### src/rtl/mode_pkg.sv
// Shared state encoding for the run/last sequencer and its simulation-only name decode.
package mode_pkg;

  localparam int unsigned StateW = 2;

  typedef logic [StateW-1:0] state_t;

  localparam state_t StIdle = 2'd0;
  localparam state_t StRun  = 2'd1;
  localparam state_t StLast = 2'd2;

`ifndef SYNTHESIS
  function automatic string state_name(state_t s);
    case (s)
      StIdle:  return "IDLE";
      StRun:   return "RUN";
      StLast:  return "LAST";
      default: return "ILLEGAL";
    endcase
  endfunction
`endif

endpackage

### src/rtl/rr_pick.sv
// Combinational round-robin pick: first set request at ptr, ptr+1, ... wrapping modulo N.
module rr_pick #(
  parameter  int unsigned N    = 4,
  localparam int unsigned IdxW = $clog2(N)
) (
  input  logic [N-1:0]    req,
  input  logic [IdxW-1:0] ptr,
  output logic            valid,
  output logic [IdxW-1:0] idx
);

  logic [IdxW-1:0] cand;

  always_comb begin
    valid = 1'b0;
    idx   = '0;
    cand  = '0;
    for (int unsigned i = 0; i < N; i++) begin
      cand = IdxW'((32'(ptr) + i) % N);
      if (!valid && req[cand]) begin
        valid = 1'b1;
        idx   = cand;
      end
    end
  end

endmodule

### src/rtl/mode_arb.sv
// Round-robin arbiter driving a shared IDLE/RUN/LAST sequencer with a run-length timeout.
module mode_arb
  import mode_pkg::*;
#(
  parameter int unsigned N       = 4,
  parameter int unsigned MAX_RUN = 16
) (
  input  logic         clk,
  input  logic         rst,
  input  logic [N-1:0] req,
  output logic [N-1:0] gnt,
  output logic         run,
  output logic         start,
  output logic         fin,
  output logic         preempt
);

  localparam int unsigned IdxW = $clog2(N);
  localparam int unsigned CntW = $clog2(MAX_RUN);

  state_t          state_q, state_d;
  logic [IdxW-1:0] owner_q, owner_d;
  logic [IdxW-1:0] ptr_q, ptr_d;
  logic [CntW-1:0] cnt_q, cnt_d;
  logic            pick_valid;
  logic [IdxW-1:0] pick_idx;
  logic            owner_req;
  logic            timeout;
  logic [N-1:0]    gnt_d;
  logic            run_d, start_d, fin_d, preempt_d;

  rr_pick #(
    .N (N)
  ) u_pick (
    .req   (req),
    .ptr   (ptr_q),
    .valid (pick_valid),
    .idx   (pick_idx)
  );

  assign owner_req = req[owner_q];
  assign timeout   = (cnt_q == CntW'(MAX_RUN - 1));

  always_comb begin
    state_d = state_q;
    owner_d = owner_q;
    ptr_d   = ptr_q;
    cnt_d   = cnt_q;
    case (state_q)
      StIdle: begin
        if (pick_valid) begin
          state_d = StRun;
          owner_d = pick_idx;
          cnt_d   = '0;
        end
      end
      StRun: begin
        cnt_d = cnt_q + CntW'(1);
        if (!owner_req || timeout) state_d = StLast;
      end
      StLast: begin
        state_d = StIdle;
        ptr_d   = (owner_q == IdxW'(N - 1)) ? '0 : owner_q + IdxW'(1);
      end
      default: state_d = StIdle;
    endcase
  end

  // Outputs decode the next state so the registered copies line up with state_q.
  always_comb begin
    gnt_d = '0;
    if (state_d != StIdle) gnt_d[owner_d] = 1'b1;
    run_d     = (state_d == StRun);
    start_d   = (state_q == StIdle) && (state_d == StRun);
    fin_d     = (state_d == StLast);
    // A release in the timeout cycle counts as a normal finish, not a preemption.
    preempt_d = (state_q == StRun) && (state_d == StLast) && owner_req && timeout;
  end

  always_ff @(posedge clk) begin
    if (rst) begin
      state_q <= StIdle;
      owner_q <= '0;
      ptr_q   <= '0;
      cnt_q   <= '0;
      gnt     <= '0;
      run     <= 1'b0;
      start   <= 1'b0;
      fin     <= 1'b0;
      preempt <= 1'b0;
    end else begin
      state_q <= state_d;
      owner_q <= owner_d;
      ptr_q   <= ptr_d;
      cnt_q   <= cnt_d;
      gnt     <= gnt_d;
      run     <= run_d;
      start   <= start_d;
      fin     <= fin_d;
      preempt <= preempt_d;
    end
  end

`ifndef SYNTHESIS
  last_to_idle: assert property (@(posedge clk) disable iff (rst)
    (state_q == StLast) |=> (state_q == StIdle))
    else $error("mode_arb: LAST was followed by %s", state_name(state_q));
`endif

endmodule

### config.mk
export PLATFORM = sky130hd
export DESIGN_NAME = mode_arb
export DESIGN_NICKNAME = d
export VERILOG_FILES = /design/src/rtl/mode_pkg.sv /design/src/rtl/rr_pick.sv /design/src/rtl/mode_arb.sv
export SDC_FILE = /design/constraint.sdc
export NUM_CORES = 1
export LEC_CHECK = 0
export CORE_MARGIN = 2
export CORE_UTILIZATION = 33
export DETAILED_ROUTE_END_ITERATION = 7
export SLEW_MARGIN = 5
export SYNTH_ARGS = -nofsm -noshare
export SYNTH_HDL_FRONTEND = slang
export SYNTH_HIERARCHICAL = 1
export SYNTH_SLANG_ARGS = --single-unit
### constraint.sdc
create_clock -name clk -period 1.7 [get_ports clk]
set_clock_uncertainty 0.1 [all_clocks]
set_input_delay 0.17 -clock clk [delete_from_list [all_inputs] [get_ports clk]]
set_output_delay 0.17 -clock clk [all_outputs]
set_load 0.005 [all_outputs]
# ---- Word level (Yosys, flattened, before mapping)
# Cells that the tools add are included.
dict set report op_classes {
  addsub 5
  order_cmp 7
  n_eq_ne 7
  mux 28
  n_bitwise 1
  n_reduce_logical 18
}
# operator count
set ops {}
lappend ops {{less-than comparator 2 x 3 -> 1 bit (second input constant)} 6}
lappend ops {{2-to-1 mux 2 bit} 9}
lappend ops {{binary-select mux 1 bit (select 2 bit)} 5}
lappend ops {{2-to-1 mux 1 bit} 10}
lappend ops {{logical AND 1 bit} 8}
lappend ops {{case mux 4 bit (2 select lines)} 1}
lappend ops {{== test 2 bit (second input constant)} 3}
lappend ops {{adder 2 x 1 -> 2 bit (second input constant)} 2}
lappend ops {{adder 2 bit (second input constant)} 2}
lappend ops {{adder 4 x 1 -> 4 bit (second input constant)} 1}
lappend ops {{== test 2 x 1 -> 1 bit (second input constant)} 2}
lappend ops {{== test 4 bit (second input constant)} 1}
lappend ops {{logical NOT 1 bit} 4}
lappend ops {{2-to-1 mux 4 bit} 1}
lappend ops {{case mux 2 bit (2 select lines)} 1}
lappend ops {{nonzero test 2 bit} 2}
lappend ops {{demux 1 bit (select 2 bit)} 1}
lappend ops {{>= comparator 2 x 1 -> 1 bit (second input constant)} 1}
lappend ops {{logical NOT 2 bit} 1}
lappend ops {{inequality test 2 bit (second input constant)} 1}
lappend ops {{AND reduction 2 bit} 1}
lappend ops {{OR reduction 2 bit} 1}
lappend ops {{logical OR 1 bit} 1}
lappend ops {{inverter 1 bit} 1}
dict set report word_totals {
  reg_bits 18
  inputBits 6
  out_inout_bits 8
  elab_cells 75
}

# ---- Longest topological paths before layout
# Gate-level depths: netlist of the first run.
dict set report depth {
  depth_word 18
  ltp_mapped 6
  depth_no_buf 6
}

# ---- By module
# Netlist of the first run, hierarchy kept.
# module instances cells_per_inst area_per_inst_um2
set by_module_without_submodules {}
lappend by_module_without_submodules {mode_arb 1 71 735.7}
lappend by_module_without_submodules {rr_pick 1 15 77.6}

# ---- Least setup slack after synthesis of the first run
# Ideal clock, no wire load.
dict set report synth_timing {
  path_type {flip-flop to flip-flop}
  from {register owner_q[0]}
  to {register fin}
  setup_ns 0.103
  t_arrival_ns 1.213
  required_time_ns 1.497
  path_slack_ns 0.284
  stages_incl_launch_ff 3
  path_buffers 0
  period_less_slack_ns 1.416
  cell_sequence {dfxtp_1 mux4_2 a2111oi_2}
}
dict set report synth_between {
  elab_chain_len 7
}
# item line_no
set synth_lines {}
lappend synth_lines {{start: declaration} mode_arb.sv:22} ;# logic [IdxW-1:0] owner_q, owner_d;
lappend synth_lines {{start signal: assignment} mode_arb.sv:93} ;# owner_q <= owner_d;
lappend synth_lines {{binary-select mux 1 bit (select 2 bit)} mode_arb.sv:41} ;# assign owner_req = req[owner_q];
lappend synth_lines {{2-to-1 mux 1 bit (implied by the code)} mode_arb.sv:41}
lappend synth_lines {{logical NOT 1 bit} mode_arb.sv:59} ;# if (!owner_req || timeout) state_d = StLast;
lappend synth_lines {{logical OR 1 bit} mode_arb.sv:59}
lappend synth_lines {{2-to-1 mux 2 bit} mode_arb.sv:59}
lappend synth_lines {{case mux 2 bit (2 select lines)} mode_arb.sv:49} ;# case (state_q)
lappend synth_lines {{== test 2 bit} mode_arb.sv:75} ;# fin_d = (state_d == StLast);
lappend synth_lines {{end signal: assignment} mode_arb.sv:99} ;# fin <= fin_d;
lappend synth_lines {{end: declaration} mode_arb.sv:14} ;# output logic fin,
# No other way between the ends. The select of a mux whose other input is x is not followed.
# A chain may end at the register's enable or synchronous reset.

# ---- Worst setup path after layout of the first run
dict set report layout_timing {
  from {input port req[3]}
  to {register gnt[0]}
}
dict set report layout_between {
  elab_chain_len 18
}
# item line_no
set layout_lines {}
lappend layout_lines {{start: declaration} mode_arb.sv:10} ;# input logic [N-1:0] req,
lappend layout_lines {{binary-select mux 1 bit (select 2 bit)} rr_pick.sv:20} ;# if (!valid && req[cand]) begin
lappend layout_lines {{2-to-1 mux 1 bit (implied by the code)} rr_pick.sv:20}
lappend layout_lines {{2-to-1 mux 1 bit} rr_pick.sv:20}
lappend layout_lines {{logical NOT 1 bit} rr_pick.sv:20}
lappend layout_lines {{logical AND 1 bit} rr_pick.sv:20}
lappend layout_lines {{2-to-1 mux 1 bit} rr_pick.sv:20}
lappend layout_lines {{logical NOT 1 bit} rr_pick.sv:20}
lappend layout_lines {{logical AND 1 bit} rr_pick.sv:20}
lappend layout_lines {{[... 3 more ...]} -}
lappend layout_lines {{2-to-1 mux 1 bit *} rr_pick.sv:20}
lappend layout_lines {{net pick_valid} mode_arb.sv:25} ;# logic pick_valid;
lappend layout_lines {{2-to-1 mux 2 bit} mode_arb.sv:51} ;# if (pick_valid) begin
lappend layout_lines {{2-to-1 mux 2 bit} mode_arb.sv:49}
lappend layout_lines {{less-than comparator 2 x 3 -> 1 bit (implied by the code) or >= comparator 2 x 1 -> 1 bit (tied branches)} mode_arb.sv:72} ;# if (state_d != StIdle) gnt_d[owner_d] = 1'b1;
lappend layout_lines {{logical AND 1 bit (implied by the code)} mode_arb.sv:72}
lappend layout_lines {{2-to-1 mux 1 bit (implied by the code)} mode_arb.sv:72}
lappend layout_lines {{demux 1 bit (select 2 bit)} mode_arb.sv:72}
lappend layout_lines {{end signal: assignment} mode_arb.sv:96} ;# gnt <= gnt_d;
lappend layout_lines {{end: declaration} mode_arb.sv:11} ;# output logic [N-1:0] gnt,
# Mark *: on every way through the listed nets, which the timed path passes. The rest lies on a longest branch. The select of a mux whose other input is x is not followed.

==> flow_summary.json, run 1 <==
{
  "fin_area_sq_um": 1050,
  "seq_power_share_pct": 51.5,
  "worstSetupEndpointType": "register",
  "synth_xor_area_share_pct": 0,
  "htreeDepth": 1,
  "clk_latency_ps": 290,
  "finalHoldViolCount": 0,
  "synth_top_cell_by_area": "dfxtp_1",
  "final_cell_mix": "18 x dfxtp_1, 13 x clkdlybuf4s50_1, 9 x nor2_1, 7 x buf_4, 6 x a21oi_1",
  "clockPowerShare_pct": 27.1,
  "dr.first_iter.drc_count": 18,
  "netlist_area_sq_um": 813,
  "final_antenna_net_count": 0,
  "grt_first_pass_wirelength_microns": 2800,
  "netlist_top_cells_area": "dfxtp_1 44%, mux2i_1 4.9%, nor2_1 4.2%, a21oi_1 3.7%, a2111oi_2 3.7%",
  "comb_power_share_pct": 21.4,
  "synth.top_cell.area_share_pct": 44.3,
  "rows": 17,
  "antenna_found_initial": 0,
  "grt.overflow.total": 0,
  "wire_per_inst_microns": 11.3,
  "diodes": 0,
  "synth-compound-area-share_pct": 18.5,
  "p_int_uw": 706,
  "die-area_sq_um": 2880,
  "synth_cell_types": 30,
  "holdCritPathClass": "register to register",
  "cap_violations": 0,
  "worstSetupPathType": "input port to register",
  "clkTransAtPathRegs_ps": 100,
  "place_hpwl_microns": 1150,
  "required_ps": 1840,
  "area_growth_pct": 29.4,
  "io_buffers": 13,
  "holdBufCountCts": 0,
  "fin_crit_sh_pct": 92.8,
  "cts_root_buf": "clkbuf_4",
  "drtPass1Iterations": 6,
  "status": "finished clean",
  "final_common_cell": "dfxtp_1",
  "ys_warn_count": 6,
  "leakagePower_nw": 0.447,
  "muxShareOfSynthArea_pct": 7.69,
  "relSlewSlack_pct": 73.8,
  "cts_tree": "built",
  "finalCriticalPeriod_ps": 1580,
  "coreArea_sq_um": 2280,
  "yosys.area_share.simple_pct": 21.1,
  "cts_buffers": 3,
  "final_max_slew_viol_count": 0,
  "post_cts_resized": 0,
  "switching_share_pct": 26.2,
  "clock.fmax_mhz": 634,
  "synth-seq-cells": 18,
  "synth_fa_ha_area_share_pct": 3.08,
  "routed_wl_microns": 1540,
  "vias_per_cell": 4.99,
  "synth_cells": 86,
  "num-nets-final": 117,
  "gp_congestion": 0.857,
  "dpl_cell_area_sq_um": 1020,
  "setup_violations": 0,
  "seq_area_frac_synth_pct": 44.3,
  "p_per_area_nw_per_um2": 908,
  "synth_nets": 94,
  "cts_buffer_depth": 2,
  "drc_errors": 0,
  "num_vias": 679,
  "pin_count": 14,
  "drive_above_1_share_pct": 15.7,
  "grt_max_degree": 12,
  "synth_top_family_by_area": "simple AND/OR/NAND/NOR gates",
  "die_x_microns": 53.6,
  "start_util_pct": 35.7,
  "cp-start-kind": "input port",
  "grt_util_all_layers_pct": 13.6,
  "cts_setup_buffers": 0,
  "power_uw": 956,
  "die_h_microns": 53.6,
  "rsz0062_at_grt": "false",
  "fillCellCount": 215,
  "crit_fanout": 4,
  "p_sw_uw": 250,
  "synth_area_per_cell_sq_um": 9.46,
  "cts_sinks": 18,
  "grt_pass1_vias": 633,
  "crit_arrival_ps": 1720,
  "worst_pin_slew_ps": 392,
  "ir_drop_uv": 368
}
==> area by class of cell <==
cell class	instances	area, sq um	area share [%]
Timing Repair Buffer	20	183	17.4
Multi-Input combinational cell	59	409	38.9
Tap cell	28	35.0	3.33
Inverter	7	28.8	2.73
Sequential cell	18	360	34.2
Clock buffer	4	36.3	3.45
==> metrics by stage <==
stage / setup WS, ps / std cells / util [%] / hold WS [ps] / setup TNS [ps]
finish: 122 / 136 / 46.2 / 409 / 0
global route: 13.9 / 136 / 46.2 / 438 / 0
CTS: 141 / 136 / 46.2 / 407 / 0
detailed placement: -169 / 132 / 44.6 / 391 / -1000
global placement: -117 / 132 / 44.6 / 381 / -626
floorplan: 284 / 86 / - / 243 / 0
==> synth_stat cells (all sizes together) <==
| master | number |
|---|---|
| inv | 7 |
| nor2 | 9 |
| a221o | 1 |
| a41o | 2 |
| nor2b | 3 |
| clkbuf | 1 |
| dfxtp | 18 |
| or4 | 1 |
| and3 | 2 |
| o21bai | 1 |
| buf | 1 |
| and3b | 1 |
| o221ai | 1 |
| a31oi | 1 |
| ha | 2 |
| a2111oi | 2 |
| o211a | 1 |
| mux4 | 1 |
| a22oi | 1 |
| nor3b | 3 |
| a21oi | 6 |
| or3 | 1 |
| o21ai | 4 |
| nand3 | 5 |
| nand2b | 2 |
| mux2i | 4 |
| nand2 | 5 |
==> final timing paths <==
| path | slack [ps] | start | cells past startpoint | to |
|---|---|---|---|---|
| worst max-delay path | 120 | req[3] | 7 | gnt[0] |
| worst min-delay path | 410 | cnt_q[3] | 2 | cnt_q[3] |
| worst max register to register | 170 | owner_q[0] | 2 | fin |
| worst min register to register | 410 | cnt_q[3] | 2 | cnt_q[3] |
==> power by group through the flow <==
stage	Clock (mW)	Sequential (mW)	Combinational, mW
after detailed placement	0	0.503	0.204
after CTS	0.273	0.493	0.206
after global placement	0	0.501	0.203
after floorplan	0	0.490	0.129
after global routing	0.289	0.499	0.227
final	0.259	0.492	0.204
==> worst max-delay path, stage by stage <==
cell and delay, ps:
clkdlybuf4s50_1 520, nor2_1 80, nand3_1 110, nor3b_2 260
mux2i_1 290, buf_4 160, o211a_1 130
==> flip-flops by register name (all words and copies together) (netlist names) <==
| signal | count |
|---|---|
| start | 1 |
| cnt_q | 4 |
| ptr_q | 2 |
| preempt | 1 |
| gnt | 4 |
| fin | 1 |
| state_q | 2 |
| owner_q | 2 |
| run | 1 |
==> routing by layer <==
| layer | up-vias | global-route usage [%] | share of wire (%) |
|---|---|---|---|
| met5 | - | 0 | 0 |
| met4 | 0 | 7.69 | 0.85 |
| met3 | 2 | 3.33 | 3.5 |
| met2 | 12 | 20.4 | 47 |
| met1 | 309 | 17.8 | 49 |
| li1 | 356 | - | - |
==> kinds of logic after synthesis <==
logic type                 after synthesis
adders and majority gates                2
AOI/OAI and AO/OA                       20
DFF                                     18
buffers and inverters                    9
and+or+nand+nor                         32
muxes                                    5
Power figures use the tool's default switching activity.
==> run 2, diff against run 1 <==
--- a/config.mk
+++ b/config.mk
@@ -5,6 +5,7 @@
 export SDC_FILE = /design/constraint.sdc
 export NUM_CORES = 1
 export LEC_CHECK = 0
+export ABC_CLOCK_PERIOD_IN_PS = 1700
 export CORE_MARGIN = 2
 export CORE_UTILIZATION = 33
 export DETAILED_ROUTE_END_ITERATION = 7
==> results of run 2 <==
The final DEF is identical to that of run 1; final timing and power are the same.
==> run 3, diff against run 2 <==
--- a/config.mk
+++ b/config.mk
@@ -9,6 +9,7 @@
 export CORE_MARGIN = 2
 export CORE_UTILIZATION = 33
 export DETAILED_ROUTE_END_ITERATION = 7
+export DONT_BUFFER_PORTS = 1
 export SLEW_MARGIN = 5
 export SYNTH_ARGS = -nofsm -noshare
 export SYNTH_HDL_FRONTEND = slang
==> constraint.sdc (replaced) <==
create_clock -name clk -period 1.7 [get_ports clk]
set_clock_uncertainty 0.1 [all_clocks]
set_input_delay 0.255 -clock clk [delete_from_list [all_inputs] [get_ports clk]]
set_output_delay 0.255 -clock clk [all_outputs]
set_load 0.005 [all_outputs]
==> run 3 against run 2 <==
Via count is 8.0% lower. Total power is 5.6% lower. Core utilization is 6.6 points lower. Clock power hardly changed. Sequential share of layout area is 5.7 points higher. Highest routed layer unchanged. Critical path type is now register to register. Count of clock-buffer cells in the layout stayed put. Cell count is 12% lower. Combinational power is 25% lower. Die area stayed put.
==> flow_summary.json, run 3 (same netlist as run 1, synthesis figures left out) <==
{
  "status": "finished clean",
  "use_met2_pct": 22.0,
  "switching_share_pct": 26.8,
  "grtUsageMet3_pct": 3.33,
  "p_sw_uw": 242,
  "relSlewSlack_pct": 70.2,
  "worst_pin_slew_ps": 435,
  "wire_per_inst_microns": 12.5,
  "cts_setup_buffers": 0,
  "io_buffers": 0,
  "cts_buffer_depth": 2,
  "leakagePower_nw": 0.385,
  "hold_depth": 3,
  "die_h_microns": 53.6,
  "cp-start-kind": "register",
  "grt_util_all_layers_pct": 12.7,
  "fillCellCount": 227,
  "r2r_slack_ps": 150,
  "p_int_uw": 660,
  "cts_buffers": 3,
  "grt.overflow.total": 0,
  "worstSetupPathType": "register to register",
  "drive_above_1_share_pct": 14.1,
  "area_growth_pct": 10.9,
  "vias_per_cell": 5.21,
  "top_usage_layer": "met2",
  "dr.first_iter.drc_count": 8,
  "final_cell_mix": "18 x dfxtp_1, 9 x nor2_1, 6 x a21oi_1",
  "dp.cells": 115,
  "crit_fanout": 5,
  "largestRegisters": "cnt_q: 4 flops, gnt: 4 flops",
  "place_hpwl_microns": 1110,
  "finalHoldViolCount": 0,
  "final_antenna_net_count": 0,
  "rsz0062_at_grt": "false",
  "pin_count": 14,
  "seq_power_share_pct": 54.0,
  "critical_path.slowest_cell": "mux2i_1",
  "final_max_slew_viol_count": 0,
  "grt_pass1_vias": 648,
  "p_per_area_nw_per_um2": 1000,
  "fin_crit_sh_pct": 91.2,
  "worstSetupEndpointType": "register",
  "min_to": "preempt",
  "met1_usage_pct": 14.4,
  "clkTransAtPathRegs_ps": 100,
  "post_cts_resized": 0,
  "holdCritPathClass": "input port to register",
  "cap_violations": 0,
  "drc_errors": 0,
  "crit_arrival_ps": 1650,
  "htreeDepth": 1,
  "setup_tns_ps": 0,
  "rows": 17,
  "cts_sinks": 18,
  "path_cells": "nor3b_2 -> mux2i_1 -> and3b_1",
  "hp-start": "rst",
  "max_stage_delay_ps": 450,
  "num-nets-final": 101,
  "worstReg2RegStart": "state_q[0]",
  "routed_wl_microns": 1500,
  "holdBufCountCts": 1,
  "pre_cts_ws_ps": 177,
  "setup_violations": 0,
  "cts_root_buf": "clkbuf_4",
  "post-route-worst-setup-slack_ps": 149,
  "r2r_end": "gnt[3]",
  "final_common_cell": "dfxtp_1",
  "r2r_cells": 3,
  "grt_first_pass_wirelength_microns": 2660,
  "die_x_microns": 53.6,
  "fin_cells": 120,
  "cts_tree": "built",
  "crit_buf_inv": 0,
  "comb_power_share_pct": 17.0,
  "diodes": 0,
  "ir_drop_uv": 490,
  "num_vias": 625,
  "antenna_found_initial": 0,
  "clk_latency_ps": 290,
  "die-area_sq_um": 2880,
  "grt_max_degree": 11,
  "clockPowerShare_pct": 29.0,
  "start_util_pct": 35.7,
  "crit_family": "simple AND/OR/NAND/NOR gates",
  "drtPass1Iterations": 4,
  "gp_congestion": 0.862,
  "coreArea_sq_um": 2280,
  "clock.fmax_mhz": 645,
  "finalCriticalPeriod_ps": 1550,
  "required_ps": 1790
}
[run 3: cell types whose count changed in the layout (fill, tap and decap cells not counted), sizes merged]
| cell | previous run | this run |
|---|---|---|
| clkdlybuf4s50 | 13 | 0 |
| dlygate4sd3 | 0 | 1 |
| buf | 7 | 3 |
[run 3: power groups by stage]
| stage | combinational, mW | sequential (mW) | clock, mW |
|---|---|---|---|
| global route | 0.172 | 0.495 | 0.285 |
| global placement | 0.143 | 0.497 | 0 |
| CTS | 0.154 | 0.488 | 0.271 |
| finish | 0.153 | 0.487 | 0.262 |
| floorplan | 0.129 | 0.490 | 0 |
| detailed placement | 0.147 | 0.497 | 0 |
[run 3: tightest hold or removal path: stages]
cell and delay (ps):
inv_1 40, nand3_1 60, nor2_1 40
[run 3: cell type report]
| type | count | area [sq um] | share of cell area, % |
|---|---|---|---|
| Clock buffer | 4 | 36.3 | 4.02 |
| Inverter | 7 | 28.8 | 3.19 |
| Multi-Input combinational cell | 59 | 409 | 45.4 |
| Sequential cell | 18 | 360 | 39.9 |
| Tap cell | 28 | 35.0 | 3.88 |
| Timing Repair Buffer | 4 | 32.5 | 3.61 |
[run 3: worst max-delay path by stage]
stage	from	end	slack, ps	cells past startpoint
2_1_floorplan	owner_q[0]	fin	280	2
3_3_place_gp	owner_q[0]	fin	220	2
3_5_place_dp	state_q[0]	gnt[3]	180	3
4_1_cts	state_q[0]	gnt[3]	150	3
5_1_grt	state_q[0]	gnt[3]	50	3
6_report	state_q[0]	gnt[3]	150	3
[run 3: layer usage]
metal / vias up / part of all wire [%]
li1: 326 / -
met1: 284 / 46
met4: 0 / 1.5
met5: - / 0
met2: 11 / 50
met3: 4 / 2.9
[run 3: through the flow]
step | hold slack, ps | cell area [sq um] | power, mW | util (%)
after floorplan | 328 | 813 | 0.619 | -
after global placement | 226 | 856 | 0.640 | 37.6
after detailed placement | 227 | 856 | 0.645 | 37.6
after CTS | 23.8 | 902 | 0.912 | 39.6
after global routing | 44.7 | 902 | 0.952 | 39.6
final | 26.7 | 902 | 0.902 | 39.6
